===== src/rtl/alu_bitop_seq.sv =====
// alu_bitop_seq
//   Bit-manipulation unit for the CB-prefix BIT/RES/SET operations on one byte.
//   The default build is nibble-serial: the operation takes one M-cycle
//   (IDLE -> CAP -> LO -> HI), and a start in the done cycle chains the next
//   operation with no gap.
//   Build option ALU_BITOP_FAST_EN: CAP/LO/HI collapse into one EXEC state.
//   That build returns a result the cycle after start and can take one
//   operation per cycle.
//
// Ports
//   clk      in   system clock, rising edge
//   reset_n  in   asynchronous active-low reset
//   start    in   request, sampled in IDLE and in the done cycle
//   op       in   [1:0] 00 BIT, 01 RES, 10 SET, 11 reserved (pass-through)
//   bit_sel  in   [2:0] bit index
//   opa      in   [7:0] operand byte
//   busy     out  operation in flight (always 0 in the fast build)
//   done     out  one-cycle completion pulse
//   res      out  [7:0] result byte, held until the next completion
//   res_we   out  result write strobe, RES/SET only
//   flag_z   out  Z flag (inverted tested bit), valid with flag_we
//   flag_n   out  N flag, cleared by BIT
//   flag_h   out  H flag, set by BIT
//   flag_we  out  flag write strobe, BIT only
module alu_bitop_seq (
    input  logic       clk,
    input  logic       reset_n,
    input  logic       start,
    input  logic [1:0] op,
    input  logic [2:0] bit_sel,
    input  logic [7:0] opa,
    output logic       busy,
    output logic       done,
    output logic [7:0] res,
    output logic       res_we,
    output logic       flag_z,
    output logic       flag_n,
    output logic       flag_h,
    output logic       flag_we
);

    localparam logic [1:0] OP_BIT = 2'b00;
    localparam logic [1:0] OP_RES = 2'b01;
    localparam logic [1:0] OP_SET = 2'b10;

`ifdef ALU_BITOP_FAST_EN
    typedef enum logic {S_IDLE, S_EXEC} state_t;
`else
    typedef enum logic [1:0] {S_IDLE, S_CAP, S_LO, S_HI} state_t;
`endif

    state_t     state_q, state_d;
    logic [1:0] op_q, op_d;
    logic [2:0] sel_q, sel_d;
    logic [7:0] opa_q, opa_d;
    logic [7:0] res_q, res_d;
    logic       fz_q, fz_d;
    logic       fn_q, fn_d;
    logic       fh_q, fh_d;
    logic       accept;
    logic       final_cyc;

    // Apply the operation to one nibble; BIT and reserved leave data unchanged.
    function automatic logic [3:0] nib_apply(input logic [1:0] o,
                                             input logic [3:0] a,
                                             input logic [3:0] m);
        case (o)
            OP_RES:  return a & ~m;
            OP_SET:  return a | m;
            default: return a;
        endcase
    endfunction

`ifdef ALU_BITOP_FAST_EN
    logic [7:0] mask;
    logic       tbit;

    always_comb begin
        state_d = state_q;
        op_d    = op_q;
        sel_d   = sel_q;
        opa_d   = opa_q;
        res_d   = res_q;
        fz_d    = fz_q;
        fn_d    = fn_q;
        fh_d    = fh_q;
        mask    = 8'h01 << sel_q;
        tbit    = opa_q[sel_q];
        accept  = 1'b0;
        done    = 1'b0;
        case (state_q)
            S_IDLE: accept = start;
            S_EXEC: begin
                res_d   = {nib_apply(op_q, opa_q[7:4], mask[7:4]),
                           nib_apply(op_q, opa_q[3:0], mask[3:0])};
                done    = 1'b1;
                state_d = S_IDLE;
                accept  = start;
            end
            default: state_d = S_IDLE;
        endcase
        if (done && op_q == OP_BIT) begin
            fz_d = ~tbit;
            fn_d = 1'b0;
            fh_d = 1'b1;
        end
        if (accept) begin
            op_d    = op;
            sel_d   = bit_sel;
            opa_d   = opa;
            state_d = S_EXEC;
        end
    end

    assign busy      = 1'b0;
    assign final_cyc = (state_q == S_EXEC);
`else
    logic [7:0] mask_q, mask_d;
    logic       tbit_q, tbit_d;

    always_comb begin
        state_d = state_q;
        op_d    = op_q;
        sel_d   = sel_q;
        opa_d   = opa_q;
        mask_d  = mask_q;
        tbit_d  = tbit_q;
        res_d   = res_q;
        fz_d    = fz_q;
        fn_d    = fn_q;
        fh_d    = fh_q;
        accept  = 1'b0;
        done    = 1'b0;
        case (state_q)
            S_IDLE: accept = start;
            S_CAP: begin
                mask_d  = 8'h01 << sel_q;
                state_d = S_LO;
            end
            S_LO: begin
                res_d[3:0] = nib_apply(op_q, opa_q[3:0], mask_q[3:0]);
                if (!sel_q[2]) tbit_d = |(opa_q[3:0] & mask_q[3:0]);
                state_d = S_HI;
            end
            S_HI: begin
                res_d[7:4] = nib_apply(op_q, opa_q[7:4], mask_q[7:4]);
                if (sel_q[2]) tbit_d = |(opa_q[7:4] & mask_q[7:4]);
                done    = 1'b1;
                state_d = S_IDLE;
                // A start in the done cycle chains the next operation directly.
                accept  = start;
            end
            default: state_d = S_IDLE;
        endcase
        if (done && op_q == OP_BIT) begin
            fz_d = ~tbit_d;
            fn_d = 1'b0;
            fh_d = 1'b1;
        end
        if (accept) begin
            op_d    = op;
            sel_d   = bit_sel;
            opa_d   = opa;
            state_d = S_CAP;
        end
    end

    // Operand/mask registers are pure data: loaded before use, no reset needed.
    always_ff @(posedge clk) begin
        mask_q <= mask_d;
        tbit_q <= tbit_d;
    end

    assign busy      = (state_q != S_IDLE);
    assign final_cyc = (state_q == S_HI);
`endif

    always_ff @(posedge clk) begin
        op_q  <= op_d;
        sel_q <= sel_d;
        opa_q <= opa_d;
    end

    always_ff @(posedge clk or negedge reset_n) begin
        if (!reset_n) begin
            state_q <= S_IDLE;
            res_q   <= 8'h00;
            fz_q    <= 1'b0;
            fn_q    <= 1'b0;
            fh_q    <= 1'b0;
        end else begin
            state_q <= state_d;
            res_q   <= res_d;
            fz_q    <= fz_d;
            fn_q    <= fn_d;
            fh_q    <= fh_d;
        end
    end

    // The final nibble/flags are presented in the done cycle itself and
    // captured at its end, so res and flags are valid with the strobes.
    assign res     = final_cyc ? res_d : res_q;
    assign flag_z  = final_cyc ? fz_d  : fz_q;
    assign flag_n  = final_cyc ? fn_d  : fn_q;
    assign flag_h  = final_cyc ? fh_d  : fh_q;
    assign res_we  = done && (op_q == OP_RES || op_q == OP_SET);
    assign flag_we = done && (op_q == OP_BIT);

endmodule


===== config.mk =====
export PLATFORM = sky130hd
export DESIGN_NAME = alu_bitop_seq
export DESIGN_NICKNAME = d
export VERILOG_FILES = /design/src/rtl/alu_bitop_seq.sv
export SDC_FILE = /design/constraint.sdc
export NUM_CORES = 1
export LEC_CHECK = 0
export ABC_CLOCK_PERIOD_IN_PS = 1700
export CAP_MARGIN = 10
export CORE_UTILIZATION = 46
export DETAILED_ROUTE_END_ITERATION = 8
export PLACE_DENSITY = 0.74
export RECOVER_POWER = 50
export SYNTH_ARGS = -nofsm -noshare
export SYNTH_HDL_FRONTEND = slang
export SYNTH_SLANG_ARGS = --single-unit
export TNS_END_PERCENT = 30

===== constraint.sdc =====
create_clock -name clk -period 1.7 [get_ports clk]
set_input_delay 0.34 -clock clk [delete_from_list [all_inputs] [get_ports clk]]
set_output_delay 0.34 -clock clk [all_outputs]
set_load 0.02 [all_outputs]

==> results.toml <==
[setup_path]
startpoint_type = "flip-flop"
worstPathMaxFanout = 4
critical_path_class = "reg2out"
critPathLaunch = "op_q[1]"
r2r_start = "op_q[1]"
arrival_ps = 1840
cp-end-kind = "output port"
worst_ep_required_time_ps = 1360

[clock_tree]
cts_buffers = 5
clock-sinks = 35
cts.clk_slew.worst_paths_ps = 70
cts_root_buf = "clkbuf_8"
cts_htree_levels = 2
clk_latency_ps = 290
clockBufferDepth = 2
cts_tree = "yes"

[grt]
grt_pass1_vias = 1327
grt.overflow.total = 0
grt_pass1_wl_um = 6010
grt_antenna_before_repair = 0
grt_max_degree = 14
grt_use_total_pct = 20.3

[logic_synthesis]
ys_ff_latch = 35
synthFlopType = "edfxtp_1"
synth-compound-area-share_pct = 14.0
syn-cell-area_mm2 = 0.00171
yosysTopAreaCell = "edfxtp_1"
synth_fa_ha_area_share_pct = 5.87
synthArstFlopShare_pct = 37.1
synth_mux_area_share_pct = 5.28
synthSimpleGateAreaFrac_pct = 11.6
synth_top_area_share_pct = 37.0
yosysSeqAreaShare_pct = 57.2
synth_area_leaders = "edfxtp_1 (37%), dfrtp_1 (19%), ha_1 (5.9%)"
synth_xor_area_share_pct = 0
synth_cell_types = 35
yosys_warnings = 0
syn_area_per_cell_um2 = 12.6
synth_top_family_by_area = "compound AO/OA/AOI/OAI gates"
postSynthCellCount = 135
synth_edf_count = 21
synth.net_count = 159

[detailed_routing]
vias_per_cell = 5.15
drtIter0Drc = 29
via_count = 1268
wl_met3_um = 174
wl_met1_um = 1540
wirelength_um = 3800
dr_wl_met2_um = 1980
top_layer_used = "met4"
post-route-drc-count = 0
antenna_left = 0
dr.pass1.iters = 4
wl_per_cell_um = 15.5

[layout]
regArea_um2 = 976
multi_input_comb_area_um2 = 736
final_nets = 223
fin_util_pct = 72.0
final_area_mm2 = 0.00248
syn_to_final_growth_pct = 45.3
final_cell_mix = "buf_4 (35), edfxtp_1 (21), dlygate4sd3_1 (14)"
fin_cells = 246
final_common_cell = "buf_4"
nFillCells = 249
diodes = 0
layout-drive-gt1-share_pct = 45.5

[floorplan]
rows = 21
die_w_um = 62.9
coreArea_mm2 = 0.00344
die_area_mm2 = 0.00396
dieHeight_um = 62.9
io_pins = 31
initial_core_util_pct = 49.6

[status]
violations = "negative setup slack"
status = "finished with violations"

[pwr]
p_leak_nw = 1.07
ir_drop_mv = 0.828
power.density_mw_per_mm2 = 1990

[timing]
hold_viol = 0
fmax_mhz = 458
rsz0062_at_grt = "true"
setup_ws_ps = -484
min_period_ps = 2180
finClkSkew_ps = 4.93
slew_headroom_pct = 60.6
tns_ps = -4680
finalCritPeriodShare_pct = 128
slew_viol_final = 0
setup_viol = 12
worst_slew_pin_slew_ps = 590

[place]
dp.cells = 231
hpwlAfterDp_um = 2650
port_buffers = 30
post-place-ws_ps = -603
place_area_mm2 = 0.00225
place.gp.congestion = 0.798

[min_path]
holdCritStartpoint = "fh_q"
hold_class = "reg2reg"

[job]
drv_cap = 0
-- cells by family after synthesis --
logic type      after synthesis
simple gates                 30
compound gates               35
flops                        35
fa+ha+maj                     8
mux                           8
buf+inv                      19
-- flip-flops by register name, summed over array words and instances, names as in the netlist --
register,count
opa_q,8
fn_q,1
fz_q,1
tbit_q,1
fh_q,1
res_q,8
op_q,2
sel_q,3
mask_q,8
state_q,2
-- synthesized netlist by cell type (all sizes together) (2+ instances only) --
library cell	n
a211oi	4
a21o	4
a21oi	15
a22o	2
a22oi	4
and2	4
and3b	2
buf	9
dfrtp	13
edfxtp	21
ha	8
inv	10
mux2	8
nand2	4
nand2b	6
nor2	2
nor2b	2
nor3b	3
o22ai	2
or2b	4
-- power by group --
group | switching, mW | total [mW] | internal [mW]
Clock | 0.298 | 0.734 | 0.436
Combinational | 1.33 | 2.69 | 1.36
Sequential | 0.213 | 1.51 | 1.30
Total | 1.84 | 4.93 | 3.10
-- per-layer routing --
| metal | GRT usage (%) | vias up |
|---|---|---|
| met2 | 36.0 | 38 |
| met3 | 5.47 | 14 |
| li1 | - | 605 |
| met1 | 21.8 | 611 |
| met5 | 0 | - |
| met4 | 10.2 | 0 |
-- repair_timing --
item / CTS / global route
setup endpoints to repair: 15 / 15
hold buffers: 0 / 0
pin swaps: 2 / 1
setup buffers: 6 / 1
hold endpoints to repair: 0 / 0
cloned: 0 / 0
gates resized for setup: 71 / 9
-- through the flow --
stage,hold WS (ps),total power [mW]
3_5_place_dp,444,3.89
2_1_floorplan,44.4,3.00
5_1_grt,497,5.22
4_1_cts,432,4.76
3_3_place_gp,443,3.79
6_report,460,4.93
-- critical path, stage by stage, from the launching register on --
cell,delay (ps)
edfxtp_1,380
inv_2,80
ha_4,280
nor2b_4,200
buf_4,140
a21oi_2,60
mux2_2,250
buf_2,160
-- area by class of cell --
class                   instances  share of cell area (%)
flip-flops and latches         35                    39.4
multi-input cells              81                    29.7
repair buffers                 66                    22.6
clock buffers                   5                    2.77
well taps                      46                    2.32
clock inverters                 3                    1.77
inverters                      10                    1.51
-- path summary, 6_finish.rpt --
kind,to,slack (ps),cells past startpoint
setup reg to reg,res_q[5],10,8
setup / recovery,res[2],-480,7
hold / removal,fh_q,460,1
hold reg to reg,fh_q,460,1
max in group asynchronous,res_q[0],820,1
min in group asynchronous,res_q[4],490,1
Power figures use the tool's default switching activity.
